<file path="src/rtl/prog_mem_ctrl_if.sv">
// Host-loader, instruction-fetch and program-memory signal bundle for prog_mem_ctrl.
// The slave modport is the controller's view; master is the surrounding system.
interface prog_mem_ctrl_if;
  localparam int unsigned AW = 16;
  localparam int unsigned HW = 32;
  localparam int unsigned DW = 64;
  localparam int unsigned CW = 14;

  logic          load_mode;
  logic          host_start;
  logic [AW-1:0] host_base;
  logic          host_wvalid;
  logic          host_wready;
  logic [HW-1:0] host_wdata;
  logic          load_done;
  logic [CW-1:0] load_count;
  logic          err_oob;
  logic          err_partial;
  logic          fetch_req;
  logic [AW-1:0] fetch_addr;
  logic          fetch_gnt;
  logic          fetch_rvalid;
  logic [DW-1:0] fetch_rdata;
  logic          fetch_err;
  logic          prog_en_h;
  logic          w_en;
  logic [AW-1:0] adr_p_mem;
  logic [DW-1:0] data_in;
  logic [DW-1:0] data_out;

  modport slave (
    input  load_mode, host_start, host_base, host_wvalid, host_wdata,
           fetch_req, fetch_addr, data_out,
    output host_wready, load_done, load_count, err_oob, err_partial,
           fetch_gnt, fetch_rvalid, fetch_rdata, fetch_err,
           prog_en_h, w_en, adr_p_mem, data_in
  );

  modport master (
    output load_mode, host_start, host_base, host_wvalid, host_wdata,
           fetch_req, fetch_addr, data_out,
    input  host_wready, load_done, load_count, err_oob, err_partial,
           fetch_gnt, fetch_rvalid, fetch_rdata, fetch_err,
           prog_en_h, w_en, adr_p_mem, data_in
  );
endinterface

</file>
<file path="src/rtl/prog_mem_ctrl.sv">
// Arbitrates the 64-bit program memory between a half-word host loader and a
// pipelined instruction-fetch port, suppressing writes beyond WORDS.
module prog_mem_ctrl #(
  parameter int unsigned WORDS = 8192
) (
  input  logic            clk,
  input  logic            rst_n,
  prog_mem_ctrl_if.slave  bus
);
  localparam int unsigned AW = 16;
  localparam int unsigned HW = 32;
  localparam int unsigned DW = 64;
  localparam int unsigned CW = 14;
  localparam logic [AW:0] LIMIT = (AW+1)'(WORDS);

  typedef enum logic [2:0] {IDLE, READ, LOAD_LO, LOAD_HI, WRITE} state_t;

  state_t        state, state_d;
  logic [AW-1:0] wptr, wptr_d;
  logic [HW-1:0] lo_half, lo_half_d;

  logic          prog_en_h_d, w_en_d, wready_d, done_d;
  logic [AW-1:0] adr_d;
  logic [DW-1:0] data_in_d;
  logic [CW-1:0] count_d;
  logic          oob_d, partial_d, rvalid_d, ferr_d;

  logic gnt, wr_hs, fetch_in_range, wptr_in_range;

  assign fetch_in_range = {1'b0, bus.fetch_addr} < LIMIT;
  assign wptr_in_range  = {1'b0, wptr} < LIMIT;
  assign gnt   = bus.fetch_req & ~bus.load_mode & rst_n & ((state == IDLE) | (state == READ));
  assign wr_hs = bus.host_wvalid & bus.host_wready;

  assign bus.fetch_gnt   = gnt;
  assign bus.fetch_rdata = (bus.fetch_rvalid && !bus.fetch_err) ? bus.data_out : '0;

  // Next-state and next-output decode
  always_comb begin
    state_d     = state;
    wptr_d      = wptr;
    lo_half_d   = lo_half;
    prog_en_h_d = 1'b0;
    w_en_d      = 1'b0;
    adr_d       = bus.adr_p_mem;
    data_in_d   = bus.data_in;
    wready_d    = 1'b0;
    done_d      = 1'b0;
    count_d     = bus.load_count;
    oob_d       = bus.err_oob;
    partial_d   = bus.err_partial;
    // In READ, prog_en_h low means the issued address was out of range
    rvalid_d    = (state == READ);
    ferr_d      = (state == READ) & ~bus.prog_en_h;

    unique case (state)
      IDLE, READ: begin
        if (gnt) begin
          state_d     = READ;
          prog_en_h_d = fetch_in_range;
          adr_d       = bus.fetch_addr;
        end else if (state == IDLE && bus.load_mode && bus.host_start) begin
          state_d   = LOAD_LO;
          wptr_d    = bus.host_base;
          count_d   = '0;
          oob_d     = 1'b0;
          partial_d = 1'b0;
          wready_d  = 1'b1;
        end else begin
          state_d = IDLE;
        end
      end
      LOAD_LO: begin
        if (!bus.load_mode) begin
          state_d = IDLE;
          done_d  = 1'b1;
        end else if (bus.host_start) begin
          wptr_d    = bus.host_base;
          count_d   = '0;
          oob_d     = 1'b0;
          partial_d = 1'b0;
          wready_d  = 1'b1;
        end else if (wr_hs) begin
          lo_half_d = bus.host_wdata;
          state_d   = LOAD_HI;
          wready_d  = 1'b1;
        end else begin
          wready_d = 1'b1;
        end
      end
      LOAD_HI: begin
        if (!bus.load_mode) begin
          state_d   = IDLE;
          done_d    = 1'b1;
          partial_d = 1'b1;
        end else if (wr_hs) begin
          state_d = WRITE;
          if (wptr_in_range) begin
            prog_en_h_d = 1'b1;
            w_en_d      = 1'b1;
            adr_d       = wptr;
            data_in_d   = {bus.host_wdata, lo_half};
          end
        end else begin
          wready_d = 1'b1;
        end
      end
      WRITE: begin
        // A load_mode fall here is handled by the following LOAD_LO cycle
        state_d  = LOAD_LO;
        wready_d = 1'b1;
        wptr_d   = wptr + AW'(1);
        if (wptr_in_range) count_d = bus.load_count + CW'(1);
        else               oob_d   = 1'b1;
      end
      default: state_d = IDLE;
    endcase
  end

  // State and output registers
  always_ff @(posedge clk or negedge rst_n) begin
    if (!rst_n) begin
      state            <= IDLE;
      wptr             <= '0;
      lo_half          <= '0;
      bus.prog_en_h    <= 1'b0;
      bus.w_en         <= 1'b0;
      bus.adr_p_mem    <= '0;
      bus.data_in      <= '0;
      bus.host_wready  <= 1'b0;
      bus.load_done    <= 1'b0;
      bus.load_count   <= '0;
      bus.err_oob      <= 1'b0;
      bus.err_partial  <= 1'b0;
      bus.fetch_rvalid <= 1'b0;
      bus.fetch_err    <= 1'b0;
    end else begin
      state            <= state_d;
      wptr             <= wptr_d;
      lo_half          <= lo_half_d;
      bus.prog_en_h    <= prog_en_h_d;
      bus.w_en         <= w_en_d;
      bus.adr_p_mem    <= adr_d;
      bus.data_in      <= data_in_d;
      bus.host_wready  <= wready_d;
      bus.load_done    <= done_d;
      bus.load_count   <= count_d;
      bus.err_oob      <= oob_d;
      bus.err_partial  <= partial_d;
      bus.fetch_rvalid <= rvalid_d;
      bus.fetch_err    <= ferr_d;
    end
  end
endmodule

</file>
<file path="src/flat_wrapper.sv">
// flat-port wrapper written by rule: the top's interface ports become plain ports
module prog_mem_ctrl_flat 
#(
  parameter int unsigned WORDS = 8192
)
  (clk, rst_n, bus_load_mode, bus_host_start, bus_host_base, bus_host_wvalid, bus_host_wdata, bus_fetch_req, bus_fetch_addr, bus_data_out, bus_host_wready, bus_load_done, bus_load_count, bus_err_oob, bus_err_partial, bus_fetch_gnt, bus_fetch_rvalid, bus_fetch_rdata, bus_fetch_err, bus_prog_en_h, bus_w_en, bus_adr_p_mem, bus_data_in);
  prog_mem_ctrl_if bus_i ();
  input  logic clk;
  input  logic rst_n;
  input wire logic [$bits(bus_i.load_mode)-1:0] bus_load_mode;
  input wire logic [$bits(bus_i.host_start)-1:0] bus_host_start;
  input wire logic [$bits(bus_i.host_base)-1:0] bus_host_base;
  input wire logic [$bits(bus_i.host_wvalid)-1:0] bus_host_wvalid;
  input wire logic [$bits(bus_i.host_wdata)-1:0] bus_host_wdata;
  input wire logic [$bits(bus_i.fetch_req)-1:0] bus_fetch_req;
  input wire logic [$bits(bus_i.fetch_addr)-1:0] bus_fetch_addr;
  input wire logic [$bits(bus_i.data_out)-1:0] bus_data_out;
  output wire logic [$bits(bus_i.host_wready)-1:0] bus_host_wready;
  output wire logic [$bits(bus_i.load_done)-1:0] bus_load_done;
  output wire logic [$bits(bus_i.load_count)-1:0] bus_load_count;
  output wire logic [$bits(bus_i.err_oob)-1:0] bus_err_oob;
  output wire logic [$bits(bus_i.err_partial)-1:0] bus_err_partial;
  output wire logic [$bits(bus_i.fetch_gnt)-1:0] bus_fetch_gnt;
  output wire logic [$bits(bus_i.fetch_rvalid)-1:0] bus_fetch_rvalid;
  output wire logic [$bits(bus_i.fetch_rdata)-1:0] bus_fetch_rdata;
  output wire logic [$bits(bus_i.fetch_err)-1:0] bus_fetch_err;
  output wire logic [$bits(bus_i.prog_en_h)-1:0] bus_prog_en_h;
  output wire logic [$bits(bus_i.w_en)-1:0] bus_w_en;
  output wire logic [$bits(bus_i.adr_p_mem)-1:0] bus_adr_p_mem;
  output wire logic [$bits(bus_i.data_in)-1:0] bus_data_in;
  assign bus_i.load_mode = bus_load_mode;
  assign bus_i.host_start = bus_host_start;
  assign bus_i.host_base = bus_host_base;
  assign bus_i.host_wvalid = bus_host_wvalid;
  assign bus_i.host_wdata = bus_host_wdata;
  assign bus_i.fetch_req = bus_fetch_req;
  assign bus_i.fetch_addr = bus_fetch_addr;
  assign bus_i.data_out = bus_data_out;
  assign bus_host_wready = bus_i.host_wready;
  assign bus_load_done = bus_i.load_done;
  assign bus_load_count = bus_i.load_count;
  assign bus_err_oob = bus_i.err_oob;
  assign bus_err_partial = bus_i.err_partial;
  assign bus_fetch_gnt = bus_i.fetch_gnt;
  assign bus_fetch_rvalid = bus_i.fetch_rvalid;
  assign bus_fetch_rdata = bus_i.fetch_rdata;
  assign bus_fetch_err = bus_i.fetch_err;
  assign bus_prog_en_h = bus_i.prog_en_h;
  assign bus_w_en = bus_i.w_en;
  assign bus_adr_p_mem = bus_i.adr_p_mem;
  assign bus_data_in = bus_i.data_in;
  prog_mem_ctrl #(.WORDS(WORDS)) u_core (.clk(clk), .rst_n(rst_n), .bus(bus_i));
endmodule
</file>
<file path="config.mk">
export PLATFORM = sky130hd
export DESIGN_NAME = prog_mem_ctrl_flat
export DESIGN_NICKNAME = d
export VERILOG_FILES = /design/src/rtl/prog_mem_ctrl_if.sv /design/src/rtl/prog_mem_ctrl.sv /design/src/flat_wrapper.sv
export SDC_FILE = /design/constraint.sdc
export NUM_CORES = 1
export LEC_CHECK = 0
export ABC_CLOCK_PERIOD_IN_PS = 2700
export CAP_MARGIN = 20
export CORE_UTILIZATION = 43
export DETAILED_ROUTE_END_ITERATION = 7
export PLACE_DENSITY = 0.92
export SYNTH_ARGS = -nofsm -noshare
export SYNTH_HDL_FRONTEND = slang
export SYNTH_SLANG_ARGS = --single-unit
</file>
<file path="constraint.sdc">
create_clock -name clk -period 2.7 [get_ports clk]
set_clock_uncertainty 0.1 [all_clocks]
set_input_delay 0.54 -clock clk [delete_from_list [all_inputs] [get_ports clk]]
set_output_delay 0.54 -clock clk [all_outputs]
set_load 0.02 [all_outputs]
</file>
; ---- Word-level counts from Yosys, hierarchy flattened
; Index checks and enable logic that the tools add are counted.
[totals]
register_bits = 153
inputBits = 134
output_inout_bits = 167
[classes]
n_addsub = 2
n_lt_le_gt_ge = 2
n_eq_ne = 18
muxes = 47
bitwise = 9
reduce_logical = 18
[op_table]
columns = cell, n
row1 = 2-to-1 mux 16 bit, 8
row2 = 2-to-1 mux 14 bit, 5
row3 = 2-to-1 mux 64 bit, 1
row4 = one-hot mux 16 bit (3 select lines), 1
row5 = one-hot mux 14 bit (3 select lines), 1
row6 = "< comparator 16 x 14 -> 1 bit, second input constant", 2
row7 = one-hot mux 16 bit (2 select lines), 1
row8 = 2-to-1 mux 1 bit, 18
row9 = 2-to-1 mux 3 bit, 6
row10 = AND reduction 6 bit, 3
row11 = "adder 16 x 1 -> 16 bit, second input constant", 1
row12 = "adder 14 x 1 -> 14 bit, second input constant", 1
row13 = "!= test 2 bit, second input constant", 7
row14 = one-hot mux 3 bit (4 select lines), 1
row15 = AND reduction 5 bit, 2
row16 = "!= test 2 x 1 -> 1 bit, second input constant", 4
row17 = AND reduction 4 bit, 2
row18 = "== test 3 x 2 -> 1 bit, second input constant", 2
row19 = "!= test 3 x 2 -> 1 bit, second input constant", 2
row20 = one-hot mux 1 bit (3 select lines), 2
row21 = nonzero test 3 bit, 2
row22 = AND 1 bit, 5
row23 = one-hot mux 1 bit (4 select lines), 1
row24 = OR reduction 2 bit, 2
row25 = other kinds (12), 16

; ---- Depth between registers and ports, before layout
[depth]
word_depth = 6
depth_mapped = 7
mapped_depth_nobuf = 5

; ---- Worst setup path after synthesis
; Ideal clock, no wire load.
[synth_path]
path_type = register to register
startpoint = register u_core.wptr[14]
endpoint = register u_core.bus.load_count[13]
setup_ns = 0.069
arrival_time_ns = 2.019
required_time_ns = 2.531
setup_slack_ns = 0.512
path_stages_with_launch = 6
period_less_slack_ns = 2.188
path_cell_list = dfrtp_1 -> or3_4 -> buf_6 -> or4_4 -> or4_1 -> nand3_1
[synth_via]
elab_chain_len = 3
[synth_rtl]
columns = item, line
row1 = start: declaration, prog_mem_ctrl.sv:19  ; logic [AW-1:0] wptr, wptr_d;
row2 = start signal: assignment, prog_mem_ctrl.sv:139  ; wptr <= wptr_d;
row3 = < comparator 16 x 14 -> 1 bit, prog_mem_ctrl.sv:31  ; assign wptr_in_range = {1'b0, wptr} < LIMIT;
row4 = != test 2 x 1 -> 1 bit (no source line), -
row5 = AND reduction 6 bit (no source line), -
row6 = end signal: assignment, prog_mem_ctrl.sv:147  ; bus.load_count <= count_d;
row7 = end: declaration, prog_mem_ctrl_if.sv:34  ; output host_wready, load_done, load_count, err_oob, err_partial,
; Every way passes these cells.
; A chain may end at the register's enable or synchronous reset.

; ---- Worst setup path after layout
[layout_path]
startpoint = register u_core.bus.fetch_err
endpoint = output port bus_fetch_rdata[56]
[layout_via]
elab_chain_len = 3
[layout_rtl]
columns = item, line
row1 = start: declaration, prog_mem_ctrl_if.sv:35  ; fetch_gnt, fetch_rvalid, fetch_rdata, fetch_err,
row2 = start signal: assignment, prog_mem_ctrl.sv:151  ; bus.fetch_err <= ferr_d;
row3 = zero test 1 bit, prog_mem_ctrl.sv:36  ; assign bus.fetch_rdata = (bus.fetch_rvalid && !bus.fetch_err) ? bus.data_out : '0;
row4 = logical AND 1 bit, prog_mem_ctrl.sv:36
row5 = 2-to-1 mux 64 bit, prog_mem_ctrl.sv:36
row6 = end: declaration, flat_wrapper.sv:25  ; output wire logic [$bits(bus_i.fetch_rdata)-1:0] bus_fetch_rdata;
; Every way passes these cells.

==> run_results.csv <==
group,metric,value,unit
critical_path,crit_chain,"nor2b_4 > buf_4 > and2_1 > clkdlybuf4s50_1",
global_routing,antenna_found_initial,2,
timing,period_needed,2.633,ns
critical_path,slowest_stage,"clkdlybuf4s50_1",
synth,synth_seq_cells,153,
floorplan,pin_count,301,
clock_network,cts_setup_buffers,0,
routing,num_vias,6077,
pwr,powerDensity,573.5,nW/um2
clock_network,clock-sinks,153,
clock_network,cts_max_level,4,
critical_path,worstSetupStartpoint,"u_core.bus.fetch_err$_DFF_PN0_",
routing,wl,22.14,mm
clock_network,numCtsBuffers,17,
timing,maxSlewViolCount,0,
pwr,ir_drop,0.0004652,V
status,outcome,"finished, final reports clean",
clock_network,holdBufCountCts,0,
critical_path,end_kind,"primary output",
synth,ys_async_sr_fraction,100.0,%
routing,firstDrtPassIters,6,
floorplan,die_height,129.1,um
global_routing,grt_pass1_wl,33.46,mm
clock_network,clock_latency,0.42,ns
clock_network,cts.clk_slew.worst_paths,0.07,ns
routing,ant_nets,0,
floorplan,die_w,129.1,um
critical_path,critPathKind,"register to primary output",
clock_network,cts-root-buf,"clkbuf_16",
critical_path,reg2regPathDepth,5,
final_layout,layout_common_cells,"clkdlybuf4s50_1 (283), dfrtp_1 (153), mux2_2 (96)",
global_routing,grt_overflow,0,
clock_network,cts_buffer_depth,2,
final_layout,final_cell_area,10830,um2
synth,syn-cell-area,6942,um2
floorplan,start_util,43.86,%
synth,syn_nets,736,
pwr,power,6.211,mW
pwr,p_leak,4.838,nW
final_layout,final_common_cell,"clkdlybuf4s50_1",
final_layout,syn2layout_area_growth,56.04,%
synth,synth_cell_types,48,
timing,fmax,379.8,MHz
timing,worstMarginPinSlew,0.8361,ns
floorplan,core.rowCount,46,
timing,relSlewSlack,44.26,%
critical_path,cp.arrival,1.99,ns
synth,yosysWarnings,0,
critical_path,endpoint,"bus_fetch_rdata[56]",
final_layout,layout.nets,1029,
global_routing,grt_max_degree,154,
critical_path,r2r_end,"u_core.wptr[12]$_DFFE_PN0P_",
critical_path,cp_max_fo,29,
critical_path,timing.rr.start,"u_core.wptr[1]$_DFFE_PN0P_",
clock_network,cts_tree,"done",
place,hpwl,16.02,mm
critical_path,cp-start-kind,"register",
synth,postSynthAreaPerCell,11.57,um2
routing,drt_iter0_markers,361,
run,maxCapViolCount,0,
critical_path,slowest_delay,0.64,ns
timing,setup_viol,0,
place,dpl_cell_area,10250,um2
synth,syn_inst,600,
synth,synth_edf_count,0,
timing,fin_crit_sh,97.53,%
synth,synthFlopType,"dfrtp_1",
synth,yosysSeqAreaShare,55.16,%
timing,final_hold_viol_count,0,
routing,route.detailed.drc,0,
routing,vias_per_cell,5.407,
routing,wl_per_cell,19.69,um
floorplan,die_area,16660,um2
hold_path,min_path_type,"input pin to async pin",
critical_path,required,2.06,ns
global_routing,grt_pass1_vias,6091,
place,io_buffers,300,
global_routing,track_usage,26.88,%
place,gp_congestion,0.8944,
floorplan,core_area,15830,um2
final_layout,drive_above_1_share,16.56,%
critical_path,reg2reg_slack,0.44,ns
timing repair:
item | CTS | global route
pin swaps | 0 | 0
gates cloned | 0 | 0
endpoints found under the setup margin | 13 | 20
gates resized for setup | 13 | 3
cells in the mapped netlist, types with 8 or more instances:
library cell | n | area (um2)
nor3_1 | 25 | 125.1
and2_1 | 65 | 406.6
mux2_2 | 96 | 1081
nand3_1 | 18 | 90.09
nor2_1 | 19 | 71.32
nand4_1 | 8 | 50.05
mux2i_1 | 15 | 150.1
nand2_1 | 25 | 93.84
dfrtp_1 | 153 | 3829
a21oi_1 | 36 | 180.2
o21ai_0 | 21 | 105.1
clkbuf_1 | 28 | 105.1
worst min-delay path by stage:
| stage | slack, ns | startpoint | endpoint |
|---|---|---|---|
| after detailed placement | 0.36 | u_core.bus.err_oob$_DFFE_PN0P_ | u_core.bus.err_oob$_DFFE_PN0P_ |
| after global routing | 0.24 | rst_n | u_core.state[1]$_DFFE_PN0P_ |
| after CTS | 0.22 | rst_n | u_core.wptr[9]$_DFFE_PN0P_ |
| after global placement | 0.37 | u_core.bus.err_oob$_DFFE_PN0P_ | u_core.bus.err_oob$_DFFE_PN0P_ |
| after floorplan | 0.14 | rst_n | u_core.bus.adr_p_mem[0]$_DFFE_PN0P_ |
| final | 0.12 | rst_n | u_core.wptr[9]$_DFFE_PN0P_ |
routing by layer:
| metal | global-route usage, % | routed length [um] | part of all wire [%] |
|---|---|---|---|
| met1 | 30.87 | 8380 | 38 |
| met5 | 0 | 0 | 0 |
| met3 | 6.895 | 1650 | 7.5 |
| met2 | 45.34 | 11080 | 50 |
| met4 | 16.40 | 1022 | 4.6 |
sequential cells by signal (all words and copies together), names as in the netlist:
name and count:
u_core.bus.load_done 1, u_core.lo_half 32, u_core.bus.fetch_rvalid 1, u_core.wptr 16
u_core.bus.data_in 64, u_core.bus.w_en 1, u_core.bus.load_count 14, u_core.bus.prog_en_h 1
u_core.bus.err_partial 1, u_core.state 3, u_core.bus.host_wready 1, u_core.bus.fetch_err 1
u_core.bus.adr_p_mem 16, u_core.bus.err_oob 1
per-stage QoR:
stage                     setup TNS (ns)  util [%]  setup slack, ns  hold WS (ns)  instances
final                                  0     68.43          0.06680        0.1225       1124
after floorplan                        0         -           0.5116        0.1444        600
after detailed placement               0     64.78           0.1983        0.3635       1090
after CTS                              0     68.35         0.002735        0.2156       1122
after global placement                 0     64.78           0.2368        0.3683       1090
after global routing            -0.01097     68.43        -0.006157        0.2389       1124
power breakdown:
| group | switching (mW) | internal (mW) | total [mW] |
|---|---|---|---|
| clock | 1.00 | 1.32 | 2.32 |
| combinational | 0.524 | 0.606 | 1.13 |
| sequential | 0.214 | 2.54 | 2.76 |
| total | 1.74 | 4.47 | 6.21 |
layout make-up:
cell class / instances / area, um2
Antenna cell: 2 / 5.005
Clock buffer: 18 / 439.2
Clock inverter: 14 / 141.4
Fill cell: 1151 / 4996
Inverter: 5 / 18.77
Multi-Input combinational cell: 403 / 2949
Sequential cell: 153 / 3829
Tap cell: 216 / 270.3
Timing Repair Buffer: 313 / 3179
worst max-delay path, delay by kind of cell, from the launching register on:
| kind | cells | cell delay, ns |
|---|---|---|
| and+or+nand+nor | 2 | 0.30 |
| DFF | 1 | 0.41 |
| buffers and inverters | 2 | 0.87 |
logic make-up after synthesis:
kind of cell,after synthesis,share of synthesized area [%]
muxes,111,17.74
AOI/OAI and AO/OA,93,8.273
adders and majority gates,2,0.3604
xor gates and xnor gates,1,0.1262
DFF,153,55.15
and+or+nand+nor,196,15.74
buffers and inverters,44,2.613
No activity file was read; power rests on OpenSTA's default activity.
